<file path="config.mk">
export PLATFORM = sky130hd
export DESIGN_NAME = uart_transmitter_flat
export DESIGN_NICKNAME = d
export VERILOG_FILES = /design/src/rtl/uart_transmitter_if.sv /design/src/rtl/uart_transmitter.sv /design/src/flat_wrapper.sv
export SDC_FILE = /design/constraint.sdc
export NUM_CORES = 1
export LEC_CHECK = 0
export ABC_AREA = 0
export CORE_MARGIN = 5
export CORE_UTILIZATION = 65
export CTS_CLUSTER_SIZE = 40
export DETAILED_ROUTE_END_ITERATION = 7
export DONT_BUFFER_PORTS = 1
export GPL_TIMING_DRIVEN = 0
export PLACE_DENSITY_LB_ADDON = 0.25
export SYNTH_ARGS = -nofsm -noshare
export SYNTH_HDL_FRONTEND = slang
export SYNTH_SLANG_ARGS = --single-unit
</file>
<file path="constraint.sdc">
create_clock -name uart_samplig_clk -period 2.5 [get_ports uart_samplig_clk]
set_input_delay 0.5 -clock uart_samplig_clk [delete_from_list [all_inputs] [get_ports uart_samplig_clk]]
set_output_delay 0.5 -clock uart_samplig_clk [all_outputs]
set_load 0.005 [all_outputs]
</file>
<file path="src/rtl/uart_transmitter_if.sv">
// Byte handshake between the producer (FIFO/controller) and the UART transmitter.
// A byte moves on any rising edge where valid and ready are both high.
interface uart_transmitter_if;
  logic [7:0] tx_data;
  logic       valid;
  logic       ready;

  modport master (
    output tx_data,
    output valid,
    input  ready
  );

  modport slave (
    input  tx_data,
    input  valid,
    output ready
  );
endinterface

</file>
<file path="src/rtl/uart_transmitter.sv">
// UART transmitter: serialises one handshaked byte per frame as 8N1, each bit held OVERSAMPLE clocks.
// Define UART_TX_PARITY_EN to append an even-parity bit after D7 (8E1).
//
// state    | meaning
// ---------+-------------------------------------------------
// S_IDLE   | line high, ready for a byte
// S_START  | start bit (line low)
// S_DATA   | data bits D0..D7, LSB first
// S_PARITY | even parity of the byte (UART_TX_PARITY_EN only)
// S_STOP   | stop bit (line high)
module uart_transmitter #(
  parameter int OVERSAMPLE = 16
) (
  input  logic              uart_samplig_clk,
  input  logic              reset,
  uart_transmitter_if.slave tx_if,
  output logic              busy,
  output logic              RsTx
);

  localparam int CW = $clog2(OVERSAMPLE);
  localparam logic [CW-1:0] CNT_LAST = CW'(OVERSAMPLE - 1);

`ifdef UART_TX_PARITY_EN
  typedef enum logic [2:0] {
    S_IDLE   = 3'd0,
    S_START  = 3'd1,
    S_DATA   = 3'd2,
    S_PARITY = 3'd3,
    S_STOP   = 3'd4
  } state_t;
`else
  typedef enum logic [2:0] {
    S_IDLE  = 3'd0,
    S_START = 3'd1,
    S_DATA  = 3'd2,
    S_STOP  = 3'd4
  } state_t;
`endif

  state_t        state_q, state_d;
  logic [CW-1:0] cnt_q, cnt_d;
  logic [2:0]    idx_q, idx_d;
  logic [7:0]    shift_q, shift_d;
  logic          tx_q, tx_d;
`ifdef UART_TX_PARITY_EN
  logic          par_q, par_d;
`endif

  logic handshake;
  logic bit_end;

  assign handshake = tx_if.valid && tx_if.ready;
  assign bit_end   = (cnt_q == CNT_LAST);

  always_ff @(posedge uart_samplig_clk or posedge reset) begin
    if (reset) begin
      state_q <= S_IDLE;
      cnt_q   <= '0;
      idx_q   <= '0;
      shift_q <= '0;
      tx_q    <= 1'b1;
`ifdef UART_TX_PARITY_EN
      par_q   <= 1'b0;
`endif
    end else begin
      state_q <= state_d;
      cnt_q   <= cnt_d;
      idx_q   <= idx_d;
      shift_q <= shift_d;
      tx_q    <= tx_d;
`ifdef UART_TX_PARITY_EN
      par_q   <= par_d;
`endif
    end
  end

  // The line value for the next bit is loaded on the edge that ends the
  // current bit, so RsTx comes straight from a flop with no decode glitches.
  always_comb begin
    state_d = state_q;
    cnt_d   = cnt_q;
    idx_d   = idx_q;
    shift_d = shift_q;
    tx_d    = tx_q;
`ifdef UART_TX_PARITY_EN
    par_d   = par_q;
`endif

    case (state_q)
      S_IDLE: begin
        tx_d = 1'b1;
        if (handshake) begin
          shift_d = tx_if.tx_data;
          cnt_d   = '0;
          idx_d   = '0;
          tx_d    = 1'b0;
          state_d = S_START;
`ifdef UART_TX_PARITY_EN
          par_d   = ^tx_if.tx_data;
`endif
        end
      end

      S_START: begin
        if (bit_end) begin
          cnt_d   = '0;
          tx_d    = shift_q[0];
          state_d = S_DATA;
        end else begin
          cnt_d = cnt_q + CW'(1);
        end
      end

      S_DATA: begin
        if (bit_end) begin
          cnt_d = '0;
          if (idx_q == 3'd7) begin
`ifdef UART_TX_PARITY_EN
            tx_d    = par_q;
            state_d = S_PARITY;
`else
            tx_d    = 1'b1;
            state_d = S_STOP;
`endif
          end else begin
            idx_d   = idx_q + 3'd1;
            shift_d = {1'b0, shift_q[7:1]};
            tx_d    = shift_q[1];
          end
        end else begin
          cnt_d = cnt_q + CW'(1);
        end
      end

`ifdef UART_TX_PARITY_EN
      S_PARITY: begin
        if (bit_end) begin
          cnt_d   = '0;
          tx_d    = 1'b1;
          state_d = S_STOP;
        end else begin
          cnt_d = cnt_q + CW'(1);
        end
      end
`endif

      S_STOP: begin
        if (bit_end) begin
          cnt_d   = '0;
          tx_d    = 1'b1;
          state_d = S_IDLE;
        end else begin
          cnt_d = cnt_q + CW'(1);
        end
      end

      default: begin
        cnt_d   = '0;
        tx_d    = 1'b1;
        state_d = S_IDLE;
      end
    endcase
  end

  assign tx_if.ready = (state_q == S_IDLE);
  assign busy        = (state_q != S_IDLE);
  assign RsTx        = tx_q;

endmodule

</file>
<file path="src/flat_wrapper.sv">
// flat-port wrapper written by rule: the top's interface ports become plain ports
module uart_transmitter_flat 
#(
  parameter int OVERSAMPLE = 16
)
  (uart_samplig_clk, reset, busy, RsTx, tx_if_tx_data, tx_if_valid, tx_if_ready);
  uart_transmitter_if tx_if_i ();
  input  logic uart_samplig_clk;
  input  logic reset;
  output logic busy;
  output logic RsTx;
  input wire logic [$bits(tx_if_i.tx_data)-1:0] tx_if_tx_data;
  input wire logic [$bits(tx_if_i.valid)-1:0] tx_if_valid;
  output wire logic [$bits(tx_if_i.ready)-1:0] tx_if_ready;
  assign tx_if_i.tx_data = tx_if_tx_data;
  assign tx_if_i.valid = tx_if_valid;
  assign tx_if_ready = tx_if_i.ready;
  uart_transmitter #(.OVERSAMPLE(OVERSAMPLE)) u_core (.uart_samplig_clk(uart_samplig_clk), .reset(reset), .tx_if(tx_if_i), .busy(busy), .RsTx(RsTx));
endmodule
</file>
==> impl_metrics.py <==
metrics = {
    "die": {
        "start_util": 0.6919,
        "die_h_um": 50.05,
        "num_rows": 14,
        "die_area_um2": 2505,
        "coreArea_um2": 1506,
        "die_x_um": 50.05,
        "num_io_pins": 14,
    },
    "synthesis": {
        "yosys.area.top_type": "dfrtp_1",
        "seq_area_frac_synth": 0.4574,
        "async_flop_share": 1.000,
        "synth_cells": 95,
        "synth_edf_count": 0,
        "synth.avg_cell_area_um2": 10.97,
        "synthFlopType": "dfrtp_1",
        "synthSimpleGateAreaFrac": 0.2269,
        "syn_nets": 109,
        "synthMuxAreaShare": 0.01080,
        "synth_adder_area_share": 0.03601,
        "yosysWarnings": 0,
        "ys_ff_latch": 19,
        "synth_area_leaders": "dfrtp_1, o221a_2, nand2b_1",
        "synth_top_family_by_area": "simple AND/OR/NAND/NOR gates",
        "synthXorXnorAreaFrac": 0.008403,
        "synth_area_um2": 1042,
        "synth_compound_area_frac": 0.2185,
        "ys_types": 37,
        "synth_top_area_share": 0.4322,
    },
    "layout": {
        "n_antenna_cell": 0,
        "final_area_um2": 1089,
        "syn_to_final_growth_pct": 4.441,
        "layout.nets": 114,
        "drive_gt1_frac": 0.2121,
        "stdcell_count": 115,
        "fin_util": 0.7226,
    },
    "placed_design": {
        "post-place-cells": 111,
        "placed_area_um2": 1062,
        "place.gp.congestion": 0.8640,
        "portBuffers": 0,
        "place.detailed.hpwl_mm": 1.378,
        "dpl_worst_slack_ns": 0.6317,
    },
    "detailed_routing": {
        "vias": 762,
        "drt_iter0_markers": 13,
        "routed_via_density": 6.626,
        "ant_nets": 0,
        "drt_wl_total_mm": 1.863,
        "drcViolationCount": 0,
        "dr.pass1.iters": 4,
        "wire_per_inst_um": 16.20,
    },
    "clock_network": {
        "path_clk_slew_ns": 0.10,
        "cts_sinks": 19,
        "cts_tree": "built",
        "cts_resized": 0,
        "cts_buffer_depth": 2,
        "clk_latency_ns": 0.28,
        "post_cts_buffers": 0,
        "ctsHoldBuffers": 0,
        "cts_max_level": 1,
        "cts_made_buffers": 3,
        "clockRootBuffer": "clkbuf_4",
    },
    "global_route": {
        "grt_max_degree": 20,
        "grt_pass1_vias": 727,
        "grt.overflow.total": 0,
        "grt_pass1_wl_mm": 3.353,
        "antenna_found_initial": 0,
        "track_usage": 0.1678,
    },
    "setup_path": {
        "reg2reg_setup_slack_ns": 0.60,
        "crit_required_ns": 2.00,
        "start_kind": "register",
        "critical_path.max_stage_delay_ns": 0.42,
        "crit_chain": "buf_6, buf_2, or3_1, inv_1",
        "crit_arrival_ns": 1.51,
        "crit_slowest_cell": "dfrtp_1",
        "crit_buf_inv": 3,
        "cp_top_family": "flip-flops",
        "endpoint_kind": "primary output",
        "path_max_fanout": 10,
        "crit_type": "reg -> out",
    },
    "timing": {
        "worst_slew_pin_slew_ns": 0.6929,
        "fin_crit_ns": 2.011,
        "setup_viol": 0,
        "finalHoldWorstSlack_ns": 0.1977,
        "slew_violations": 0,
        "rsz0062_at_grt": "false",
        "skew_ns": 0.002862,
        "finalHoldViolCount": 0,
        "worst_slack_ns": 0.4886,
        "final.period_utilization": 0.8046,
        "setup-tns-final_ns": 0,
        "slew_headroom": 0.5376,
        "timing.fmax_mhz": 497.2,
    },
    "power_and_ir_drop": {
        "power_mw": 1.108,
        "p_leak_nw": 0.4737,
        "powerDensity_nw_per_um2": 1018,
        "irDropWorstVdd_mv": 0.6710,
    },
    "worst_hold_path": {
        "holdCritPathClass": "in -> async",
    },
    "outcome": {
        "outcome": "completed",
    },
    "run": {
        "maxCapViolations": 0,
    },
}
-- cell usage after synthesis (2+ instances only) --
master and n:
a21oi_1 2, a22o_1 3, and3_1 2, and4b_1 3
buf_2 2, dfrtp_1 18, ha_1 3, inv_1 4
nand2_1 6, nand2b_1 7, nand3_1 2, nand3b_1 3
nor2_1 3, nor2b_1 2, o21ai_0 7, o221a_2 7
-- metal layers --
layer	up-vias	GRT usage	share of wire
met5	-	0	0
met4	0	0.03930	0
met3	0	0.03916	0.035
met2	21	0.2573	0.47
met1	366	0.2375	0.50
li1	375	-	-
-- logic make-up after synthesis --
group                    after synthesis
AO/OA/AOI/OAI                         28
XOR/XNOR                               1
adder cells (fa/ha/maj)                3
buffers and inverters                  8
flip-flops                            19
multiplexers                           1
AND/OR/NAND/NOR                       35
-- flip-flops by register name (all words and copies together) (netlist names) --
signal          cells
u_core.RsTx         1
u_core.cnt_q        4
u_core.shift_q      8
u_core.idx_q        3
u_core.state_q      3
-- cell usage in the layout (no fill, tap or decap), types with 2 or more instances in the layout --
cell type  instances
nand3_1            2
a22o_1             3
nand3b_1           3
and4b_1            3
nand2b_1           7
buf_2              2
o221a_2            7
clkbuf_4           3
nor2_1             3
inv_1              4
a21oi_1            2
nor2b_1            2
ha_1               3
and3_1             2
nand2_1            6
o21ai_0            7
dfrtp_1           18
-- worst paths after layout --
kind,start,end,cells after the start
max in group asynchronous,reset,u_core.state_q[1],1
worst min-delay path,reset,u_core.cnt_q[0],1
worst max register to register,u_core.idx_q[0],u_core.shift_q[5],5
worst min register to register,u_core.idx_q[1],u_core.idx_q[1],1
min in group uart_samplig_clk,tx_if_tx_data[7],u_core.shift_q[7],1
worst max-delay path,u_core.state_q[1],tx_if_ready,4
-- cell type report --
cell class	instances	area (um2)
buffer	4	28.78
tap	16	20.02
multi-input combinational	68	521.8
inverter	4	15.01
fill	114	417.9
sequential	19	476.7
clock buffer	4	26.28
-- power by group --
| part | total, mW | internal (mW) | leakage (nW) | switching (mW) |
|---|---|---|---|---|
| Clock | 0.149 | 0.0619 | 0.0150 | 0.0872 |
| Combinational | 0.414 | 0.217 | 0.231 | 0.198 |
| Sequential | 0.544 | 0.434 | 0.228 | 0.110 |
(Power assumes the default switching activity.)
